==> src/rtl/cpu_pkg.sv <==
// Shared constants and types for the multi-cycle CPU memory subsystem.
package cpu_pkg;

    localparam int unsigned DW_DEF = 16;
    localparam int unsigned AW_DEF = 8;

    typedef enum logic [1:0] {
        IDLE   = 2'd0,
        ACCESS = 2'd1,
        DONE   = 2'd2
    } arb_state_e;

    localparam logic PORT_CPU = 1'b0;
    localparam logic PORT_LDR = 1'b1;

endpackage

==> src/rtl/arb_pick.sv <==
// Combinational winner selection between the CPU and loader request lines.
// MEM_ARB_RR_EN selects round-robin tie-breaking; otherwise the CPU wins ties.
module arb_pick
    import cpu_pkg::*;
(
    input  logic c_req,
    input  logic l_req,
    input  logic last_owner,
    output logic grant_valid,
    output logic grant_id
);

    always_comb begin
        grant_valid = c_req | l_req;
        grant_id    = PORT_CPU;
        if (c_req && l_req) begin
`ifdef MEM_ARB_RR_EN
            grant_id = ~last_owner;
`else
            grant_id = PORT_CPU;
`endif
        end else if (l_req) begin
            grant_id = PORT_LDR;
        end
    end

`ifndef MEM_ARB_RR_EN
    logic unused_last_owner;
    assign unused_last_owner = last_owner;
`endif

endmodule

==> src/rtl/mem_arbiter.sv <==
// Shares the unified memory between the CPU core and the loader/debug port.
// Define MEM_ARB_RR_EN for round-robin tie-breaking (fixed CPU priority otherwise).
module mem_arbiter
    import cpu_pkg::*;
#(
    parameter int unsigned DW      = DW_DEF,
    parameter int unsigned AW      = AW_DEF,
    parameter int unsigned MEM_LAT = 1
) (
    input  logic          clock,
    input  logic          reset,
    input  logic          c_req,
    input  logic          c_we,
    input  logic [AW-1:0] c_addr,
    input  logic [DW-1:0] c_wdata,
    output logic [DW-1:0] c_rdata,
    output logic          c_ack,
    input  logic          l_req,
    input  logic          l_we,
    input  logic [AW-1:0] l_addr,
    input  logic [DW-1:0] l_wdata,
    output logic [DW-1:0] l_rdata,
    output logic          l_ack,
    output logic          m_en,
    output logic          m_we,
    output logic [AW-1:0] m_addr,
    output logic [DW-1:0] m_wdata,
    input  logic [DW-1:0] m_rdata,
    output logic          busy,
    output logic          owner
);

    localparam int unsigned CW = $clog2(MEM_LAT + 1);

    generate
        if (MEM_LAT < 1) begin : g_lat_check
            $error("mem_arbiter: MEM_LAT must be at least 1");
        end
    endgenerate

    arb_state_e    state;
    logic [CW-1:0] cnt;
    logic          last_owner;
    logic          grant_valid;
    logic          grant_id;

    arb_pick u_pick (
        .c_req       (c_req),
        .l_req       (l_req),
        .last_owner  (last_owner),
        .grant_valid (grant_valid),
        .grant_id    (grant_id)
    );

    assign busy = (state != IDLE);

    always_ff @(posedge clock) begin
        if (reset) begin
            state      <= IDLE;
            cnt        <= '0;
            last_owner <= PORT_LDR;
            owner      <= PORT_CPU;
            m_en       <= 1'b0;
            m_we       <= 1'b0;
            m_addr     <= '0;
            m_wdata    <= '0;
            c_rdata    <= '0;
            l_rdata    <= '0;
            c_ack      <= 1'b0;
            l_ack      <= 1'b0;
        end else begin
            case (state)
                IDLE: begin
                    if (grant_valid) begin
                        owner      <= grant_id;
                        last_owner <= grant_id;
                        cnt        <= '0;
                        m_en       <= 1'b1;
                        if (grant_id == PORT_LDR) begin
                            m_we    <= l_we;
                            m_addr  <= l_addr;
                            m_wdata <= l_wdata;
                        end else begin
                            m_we    <= c_we;
                            m_addr  <= c_addr;
                            m_wdata <= c_wdata;
                        end
                        state <= ACCESS;
                    end
                end
                ACCESS: begin
                    // Counts up to MEM_LAT at most, which fits CW bits, so no wrap.
                    cnt <= cnt + 1'b1;
                    if (cnt == CW'(MEM_LAT - 1)) begin
                        m_en <= 1'b0;
                        m_we <= 1'b0;
                        if (owner == PORT_LDR) begin
                            l_ack <= 1'b1;
                            if (!m_we) l_rdata <= m_rdata;
                        end else begin
                            c_ack <= 1'b1;
                            if (!m_we) c_rdata <= m_rdata;
                        end
                        state <= DONE;
                    end
                end
                DONE: begin
                    c_ack <= 1'b0;
                    l_ack <= 1'b0;
                    state <= IDLE;
                end
                default: state <= IDLE;
            endcase
        end
    end

endmodule

==> config.mk <==
export PLATFORM = sky130hd
export DESIGN_NAME = mem_arbiter
export DESIGN_NICKNAME = d
export VERILOG_FILES = /design/src/rtl/cpu_pkg.sv /design/src/rtl/arb_pick.sv /design/src/rtl/mem_arbiter.sv
export SDC_FILE = /design/constraint.sdc
export NUM_CORES = 1
export LEC_CHECK = 0
export CORE_ASPECT_RATIO = 1.2
export CORE_MARGIN = 8
export CORE_UTILIZATION = 36
export DETAILED_ROUTE_END_ITERATION = 6
export PLACE_DENSITY_LB_ADDON = 0.25
export REMOVE_ABC_BUFFERS = 1
export SYNTH_ARGS = -nofsm -noshare
export SYNTH_HDL_FRONTEND = slang
export SYNTH_SLANG_ARGS = --single-unit
==> constraint.sdc <==
create_clock -name clock -period 1.5 [get_ports clock]
set_input_delay 0.15 -clock clock [delete_from_list [all_inputs] [get_ports clock]]
set_output_delay 0.15 -clock clock [all_outputs]
set_load 0.1 [all_outputs]
Word-level counts from Yosys, hierarchy flattened
Cells that the tools add are included.
{"block": "totals", "elab_cells": 56, "ff_bits": 64}
{"block": "classes", "addsub": 1, "bitwise": 4, "reduce_logical": 13, "eq_ne": 6, "n_mux": 21}
{"cell": "$mux 16", "count": 1}
{"cell": "$mux 1", "count": 11}
{"cell": "$pmux 1 s2", "count": 5}
{"cell": "$reduce_and 3->1", "count": 3}
{"cell": "$mux 8", "count": 1}
{"cell": "$ne 2x2->1 const B", "count": 4}
{"cell": "$reduce_and 4->1", "count": 2}
{"cell": "$reduce_and 2->1", "count": 3}
{"cell": "$reduce_bool 2->1", "count": 3}
{"cell": "$mux 2", "count": 2}
{"cell": "$pmux 2 s2", "count": 1}
{"cell": "$not 1->1", "count": 3}
{"cell": "$eq 2x1->1 const B", "count": 1}
{"cell": "$eq 2x2->1 const B", "count": 1}
{"cell": "$logic_not 2->1", "count": 1}
{"cell": "$add 1x1->1 const B", "count": 1}
{"cell": "$logic_and 1x1->1", "count": 1}
{"cell": "$or 1x1->1", "count": 1}

Longest topological paths before layout
Gate-level depths: netlist (run 1).
{"block": "logic_depth", "word_depth": 5, "mapped_depth": 6}

By module
A second synthesis (run 1) with hierarchy kept.
{"block": "unflattened", "hier_cells": 270, "area_unflattened_um2": 2740.1}
{"module": "mem_arbiter", "cells_per_inst": 268, "seq_area_each_um2": 1301.2, "area_each_um2": 2727.6, "instances": 1}
{"module": "arb_pick", "cells_per_inst": 2, "seq_area_each_um2": 0.0, "area_each_um2": 12.5, "instances": 1}

Worst setup path before layout (run 1)
OpenSTA, ideal clock, no wires.
{"block": "synth_timing", "kind": "register -> register", "startpoint": "register owner", "endpoint": "register l_rdata[10]", "setup_ns": 0.124, "period_less_slack_ns": 1.967, "n_path_buf": 1, "path_stages_with_launch": 4, "path_slack_ns": -0.467, "arrival_time_ns": 1.843, "cell_sequence": "dfxtp_1 -> or4b_1 -> buf_2 -> mux2i_1"}
{"block": "synth_between", "elab_chain_len": 1}
{"element": "start: declaration", "line_no": "mem_arbiter.sv:30", "rtl": "output logic owner"}
{"element": "start signal: assignment", "line_no": "mem_arbiter.sv:75", "rtl": "owner <= grant_id;"}
{"element": "$reduce_and 4->1 (no source line)"}
{"element": "end signal: assignment", "line_no": "mem_arbiter.sv:99", "rtl": "if (!m_we) l_rdata <= m_rdata;"}
{"element": "end: declaration", "line_no": "mem_arbiter.sv:22", "rtl": "output logic [DW-1:0] l_rdata,"}
No other way between the ends.
A chain may end at the register's enable or synchronous reset.

Final worst setup path (run 1)
{"block": "layout_timing", "startpoint": "register state[1]", "endpoint": "register c_rdata[4]"}
{"block": "layout_between", "elab_chain_len": 2}
{"element": "start: declaration", "line_no": "mem_arbiter.sv:41", "rtl": "arb_state_e state;"}
{"element": "start signal: assignment", "line_no": "mem_arbiter.sv:59", "rtl": "state <= IDLE;"}
{"element": "start signal: assignment", "line_no": "mem_arbiter.sv:88", "rtl": "state <= ACCESS;"}
{"element": "start signal: assignment", "line_no": "mem_arbiter.sv:104", "rtl": "state <= DONE;"}
{"element": "$eq 2x1->1", "line_no": "mem_arbiter.sv:72", "rtl": "case (state)"}
{"element": "$reduce_and 4->1 (no source line)"}
{"element": "end signal: assignment", "line_no": "mem_arbiter.sv:102", "rtl": "if (!m_we) c_rdata <= m_rdata;"}
{"element": "end: declaration", "line_no": "mem_arbiter.sv:16", "rtl": "output logic [DW-1:0] c_rdata,"}
No other way between the ends.

==> results of run 1 <==
==> power by group <==
part | leakage (nW) | switching [mW] | internal (mW)
sequential | 0.525 | 0.148 | 1.84
combinational | 1.40 | 1.36 | 0.864
clock | 0.0899 | 0.605 | 0.634
total | 2.02 | 2.11 | 3.34
==> what timing repair did <==
action                     in CTS  in global routing
setup endpoints to repair      24                 25
hold endpoints to repair        0                  0
resized for setup               1                  3
==> final cells by class <==
type / instances / share of cell area
inverter: 3 / 0.00227
clock buffer: 12 / 0.0293
timing repair buffer: 151 / 0.432
sequential: 64 / 0.259
clock inverter: 4 / 0.00404
multi-input combinational: 210 / 0.251
tap: 90 / 0.0227
==> registers in the layout, summed over array words and instances, names as in the netlist <==
| signal | cells |
|---|---|
| m_addr | 8 |
| l_rdata | 16 |
| l_ack | 1 |
| cnt | 1 |
| owner | 1 |
| m_we | 1 |
| c_rdata | 16 |
| m_wdata | 16 |
| state | 2 |
| c_ack | 1 |
| m_en | 1 |
==> cells by family after synthesis <==
kind of cell | Yosys count | synth area share
and+or+nand+nor | 117 | 0.192
DFF | 64 | 0.487
muxes | 32 | 0.122
buffers and inverters | 29 | 0.0456
AOI/OAI and AO/OA | 61 | 0.154
==> layout by cell type (no fill, tap or decap), drive strengths merged <==
cell,synthesis,final
nand3,1,1
or3,1,1
o21ai,3,3
nand2b,4,4
or4b,1,1
nor4,1,1
nor2b,1,1
nor4b,1,1
clkdlybuf4s50,0,69
mux2i,32,32
or2,1,1
nand2,99,99
clkbuf,17,12
dfxtp,64,64
nand3b,1,1
a21oi,31,31
o2111ai,1,1
or4,1,1
buf,9,82
clkinv,0,4
nor2,4,4
inv,3,3
a311oi,24,24
o211ai,2,2
or3b,1,1
==> layer usage <==
| metal | track usage | share of wire |
|---|---|---|
| met1 | 0.184 | 0.41 |
| met2 | 0.249 | 0.46 |
| met3 | 0.0806 | 0.12 |
| met4 | 0.0613 | 0.012 |
| met5 | 0 | 0 |
==> per-stage QoR <==
step / utilization / area, sq um / std cells / TNS, ps
floorplan: - / 2520 / 277 / -40110
global placement: 0.664 / 4780 / 518 / -6860
detailed placement: 0.664 / 4780 / 518 / -7680
global route: 0.689 / 4960 / 534 / 0
finish: 0.689 / 4960 / 534 / 0
CTS: 0.688 / 4950 / 534 / 0
==> tightest hold or removal path: cells and delay by family <==
kind                   cells  cell delay [ps]
buffers and inverters      1              390
AO/OA/AOI/OAI              1               70
AND/OR/NAND/NOR            1               50
==> worst max path at each step <==
stage | end | cells after the start | from
2_1_floorplan | l_rdata[0] | 2 | owner
3_3_place_gp | m_addr[0] | 4 | l_req
3_5_place_dp | m_wdata[8] | 4 | l_req
4_1_cts | l_rdata[15] | 4 | state[0]
5_1_grt | c_rdata[0] | 4 | state[1]
6_report | c_rdata[4] | 4 | state[1]
==> results.sh, run 1 <==
export IMPL_status="finished clean"
export IMPL_die_y_microns=110
export IMPL_required_ps=1710
export IMPL_async_flop_share=0
export IMPL_grt_setup_unrepaired="false"
export IMPL_slew_headroom=0.630
export IMPL_yosysSeqAreaShare=0.487
export IMPL_worst_setup_path_end_kind="flip-flop"
export IMPL_cts_num_sinks=64
export IMPL_port_buffers=131
export IMPL_synthesis_area_sq_um=2630
export IMPL_cts_buffers=9
export IMPL_syn2layout_area_growth_pct=88.3
export IMPL_viasPerCell=4.90
export IMPL_worst_slew_pin_slew_ps=553
export IMPL_dieArea_sq_um=10300
export IMPL_cp_arrival_ps=1650
export IMPL_synth_cells=303
export IMPL_grt_antenna_before_repair=0
export IMPL_start_util=0.366
export IMPL_core_sq_um=7190
export IMPL_yosysMostFrequentCell="nand2_1"
export IMPL_finalCritPeriodShare=0.959
export IMPL_hold_viol=0
export IMPL_worstPathMaxFanout=8
export IMPL_min_to="m_wdata[11]"
export IMPL_grt_ovfl_total=0
export IMPL_setup_ws_ps=61.8
export IMPL_ff2ff_path_depth=4
export IMPL_synth_edf_count=0
export IMPL_critical_path_class="flip-flop to flip-flop"
export IMPL_drtPass1Iterations=4
export IMPL_synthTopCellsByCount="nand2_1 (99), dfxtp_1 (64), mux2i_1 (32)"
export IMPL_min_path_cells=3
export IMPL_p_total_mw=5.45
export IMPL_cp_num_buf_inv=2
export IMPL_drive_above_1_share=0.234
export IMPL_dp_hpwl_mm=6.29
export IMPL_maxCapViolCount=0
export IMPL_grtUsageTotal=0.160
export IMPL_setup_viol=0
export IMPL_worstPathCellList="buf_4, or4_1, buf_6, mux2i_1"
export IMPL_reg2reg_to="c_rdata[4]"
export IMPL_ctsHoldBuffers=0
export IMPL_diodes=0
export IMPL_worst_setup_path_start_kind="flip-flop"
export IMPL_grt_pass1_wl_mm=13.1
export IMPL_cts_root_buf="clkbuf_8"
export IMPL_synthFlopType="dfxtp_1"
export IMPL_htreeDepth=3
export IMPL_wire_per_inst_microns=14.9
export IMPL_path_clk_slew_ps=70
export IMPL_cts_setup_buffers=0
export IMPL_synthTopCellsByArea="dfxtp_1 (49%), nand2_1 (14%), mux2i_1 (12%)"
export IMPL_drc=0
export IMPL_critPathTopFamily="simple AND/OR/NAND/NOR gates"
export IMPL_fp_dieW_microns=94.1
export IMPL_nFillCells=567
export IMPL_synth_top_area_share=0.487
export IMPL_hold_class="input pin to flip-flop"
export IMPL_reg2reg_setup_slack_ps=60
export IMPL_row_count=34
export IMPL_num_nets_final=509
export IMPL_place_congestion=0.733
export IMPL_ys_seq_elements=64
export IMPL_fmax_ghz=0.695
export IMPL_grt_pass1_vias=2716
export IMPL_multiInputGateArea_sq_um=1240
export IMPL_grt_max_degree=49
export IMPL_syn_area_per_cell_sq_um=8.69
export IMPL_ios=132
export IMPL_p_leak_nw=2.02
export IMPL_max_stage_delay_ps=540
export IMPL_routed_wl_mm=7.96
export IMPL_dpl_worst_slack_ps=-384
export IMPL_cts_tree="yes"
export IMPL_p_per_area_nw_per_um2=1100
export IMPL_fin_skew_ps=4.51
export IMPL_ir_drop_mv=0.621
export IMPL_drt_iter0_markers=67
export IMPL_yosys_cell_types_count=26
export IMPL_clock_latency_ps=330
export IMPL_slew_viol_final=0
export IMPL_via_count=2616
export IMPL_r2r_start="state[1]"
export IMPL_min_period_ps=1440
export IMPL_fin_hold_ws_ps=388
export IMPL_hp_start="c_wdata[11]"
export IMPL_clock_path_buffers=2
export IMPL_slowest_stage="or4_1"
export IMPL_yosys_warnings=0
export IMPL_post_synth_top_area_cell="dfxtp_1"
export IMPL_antenna_left=0
export IMPL_register_area_sq_um=1280
No activity file was read; power rests on OpenSTA's default activity.
==> inputs of run 2 (changes only) <==
--- a/config.mk
+++ b/config.mk
@@ -6,11 +6,13 @@
 export NUM_CORES = 1
 export LEC_CHECK = 0
 export CORE_ASPECT_RATIO = 1.2
-export CORE_MARGIN = 8
+export CORE_MARGIN = 3
 export CORE_UTILIZATION = 36
 export DETAILED_ROUTE_END_ITERATION = 6
+export GPL_ROUTABILITY_DRIVEN = 0
 export PLACE_DENSITY_LB_ADDON = 0.25
 export REMOVE_ABC_BUFFERS = 1
+export SKIP_CTS_REPAIR_TIMING = 1
 export SYNTH_ARGS = -nofsm -noshare
 export SYNTH_HDL_FRONTEND = slang
 export SYNTH_SLANG_ARGS = --single-unit
==> results.sh, run 2 (synthesis results as in run 1) <==
export IMPL_htreeDepth=3
export IMPL_ios=132
export IMPL_hold_class="input pin to flip-flop"
export IMPL_critical_path_class="flip-flop to flip-flop"
export IMPL_fin_skew_ps=6.34
export IMPL_ir_drop_mv=0.717
export IMPL_r2r_start="state[1]"
export IMPL_worst_setup_path_end_kind="flip-flop"
export IMPL_routed_wl_mm=7.46
export IMPL_port_buffers=131
export IMPL_layout_common_cells="nand2_1 (99), clkdlybuf4s50_1 (69), buf_12 (65), dfxtp_1 (63), mux2i_1 (32)"
export IMPL_required_ps=1720
export IMPL_min_path_cells=3
export IMPL_path_clk_slew_ps=70
export IMPL_cts_tree="yes"
export IMPL_syn2layout_area_growth_pct=90.5
export IMPL_clock_latency_ps=340
export IMPL_drtPass1Iterations=4
export IMPL_die_y_microns=99.7
export IMPL_startpoint="state[1]"
export IMPL_final_common_cell="nand2_1"
export IMPL_met2_usage=0.295
export IMPL_clock_path_buffers=2
export IMPL_cts_num_sinks=64
export IMPL_diodes=0
export IMPL_num_nets_final=509
export IMPL_slew_viol_final=0
export IMPL_grtUsageMet3=0.0812
export IMPL_via_count=2633
export IMPL_slew_headroom=0.626
export IMPL_drive_above_1_share=0.239
export IMPL_setup_viol=0
export IMPL_fmax_ghz=0.698
export IMPL_finalCritPeriodShare=0.955
export IMPL_dp_hpwl_mm=5.59
export IMPL_drc=0
export IMPL_globalRoute_busiestLayer="met2"
export IMPL_worst_setup_path_start_kind="flip-flop"
export IMPL_start_util=0.377
export IMPL_grt_antenna_before_repair=0
export IMPL_drt_iter0_markers=68
export IMPL_row_count=33
export IMPL_cts_root_buf="clkbuf_8"
export IMPL_p_per_area_nw_per_um2=1170
export IMPL_grt_pass1_wl_mm=12.6
export IMPL_place_area_sq_um=4760
export IMPL_top_regs="c_rdata x16, l_rdata x16, m_wdata x16"
export IMPL_status="finished clean"
export IMPL_hold_viol=0
export IMPL_fp_dieW_microns=84.1
export IMPL_p_leak_nw=2.04
export IMPL_grtUsageMet1=0.217
export IMPL_hp_start="c_wdata[13]"
export IMPL_grt_pass1_vias=2672
export IMPL_core_sq_um=6980
export IMPL_grt_max_degree=49
export IMPL_reg2reg_to="c_rdata[7]"
export IMPL_cts_buffers=9
export IMPL_min_period_ps=1430
export IMPL_grtUsageTotal=0.185
export IMPL_reg2reg_setup_slack_ps=70
export IMPL_ff2ff_path_depth=4
export IMPL_maxCapViolCount=0
export IMPL_cp_arrival_ps=1650
export IMPL_wire_per_inst_microns=14.1
export IMPL_worst_slew_pin_slew_ps=560
export IMPL_dieArea_sq_um=8380
export IMPL_antenna_left=0
export IMPL_fin_area_sq_um=5010
export IMPL_viasPerCell=4.97
export IMPL_min_to="m_wdata[13]"
export IMPL_fin_util=0.719
export IMPL_worstPathMaxFanout=8
export IMPL_fin_hold_ws_ps=381
export IMPL_grt_ovfl_total=0
-- run 2: changes by cell type in the layout (fill, tap and decap cells not counted), sizes merged --
cell,change
clkinv,-3
bufinv,+2
-- run 2: worst max path at each step --
stage            endpoint  slack [ps]
6_report       c_rdata[7]          70
5_1_grt        l_rdata[0]          -7
4_1_cts         m_addr[6]        -180
3_5_place_dp    m_addr[6]        -370
3_3_place_gp   m_wdata[1]        -300
2_1_floorplan  l_rdata[0]       -1250
-- run 2: stage by stage --
stage / instances / power (mW) / TNS [ps] / setup WS (ps)
5_1_grt: 530 / 6.07 / -7.07 / -7.07
4_1_cts: 530 / 5.90 / -3540 / -184
3_3_place_gp: 515 / 4.22 / -7050 / -299
6_report: 530 / 5.86 / 0 / 68.1
3_5_place_dp: 515 / 4.24 / -8000 / -368
2_1_floorplan: 277 / 3.25 / -40110 / -1250
-- run 2: layer usage --
layer | vias up | share of wire
met5 | - | 0
met4 | 0 | 0.018
met3 | 13 | 0.096
met2 | 119 | 0.46
met1 | 1179 | 0.42
li1 | 1322 | -
-- run 2: critical path: stages, from the launching register on --
cell and delay (ps):
dfxtp_2 350, buf_4 160, or4_4 530, buf_6 160, mux2i_1 120
-- run 2: final cells by class --
| class | instances | area [sq um] |
|---|---|---|
| multi-input cells | 210 | 1260 |
| well taps | 87 | 109 |
| inverters | 3 | 11.3 |
| flip-flops and latches | 64 | 1280 |
| fillers | 513 | 1960 |
| clock buffers | 12 | 155 |
| repair buffers | 151 | 2130 |
| clock inverters | 3 | 65.1 |
-- run 2: power breakdown --
| part | switching [mW] | internal [mW] | leakage (nW) |
|---|---|---|---|
| Sequential | 0.148 | 1.84 | 0.525 |
| Combinational | 1.35 | 0.867 | 1.40 |
| Clock | 0.637 | 1.02 | 0.112 |
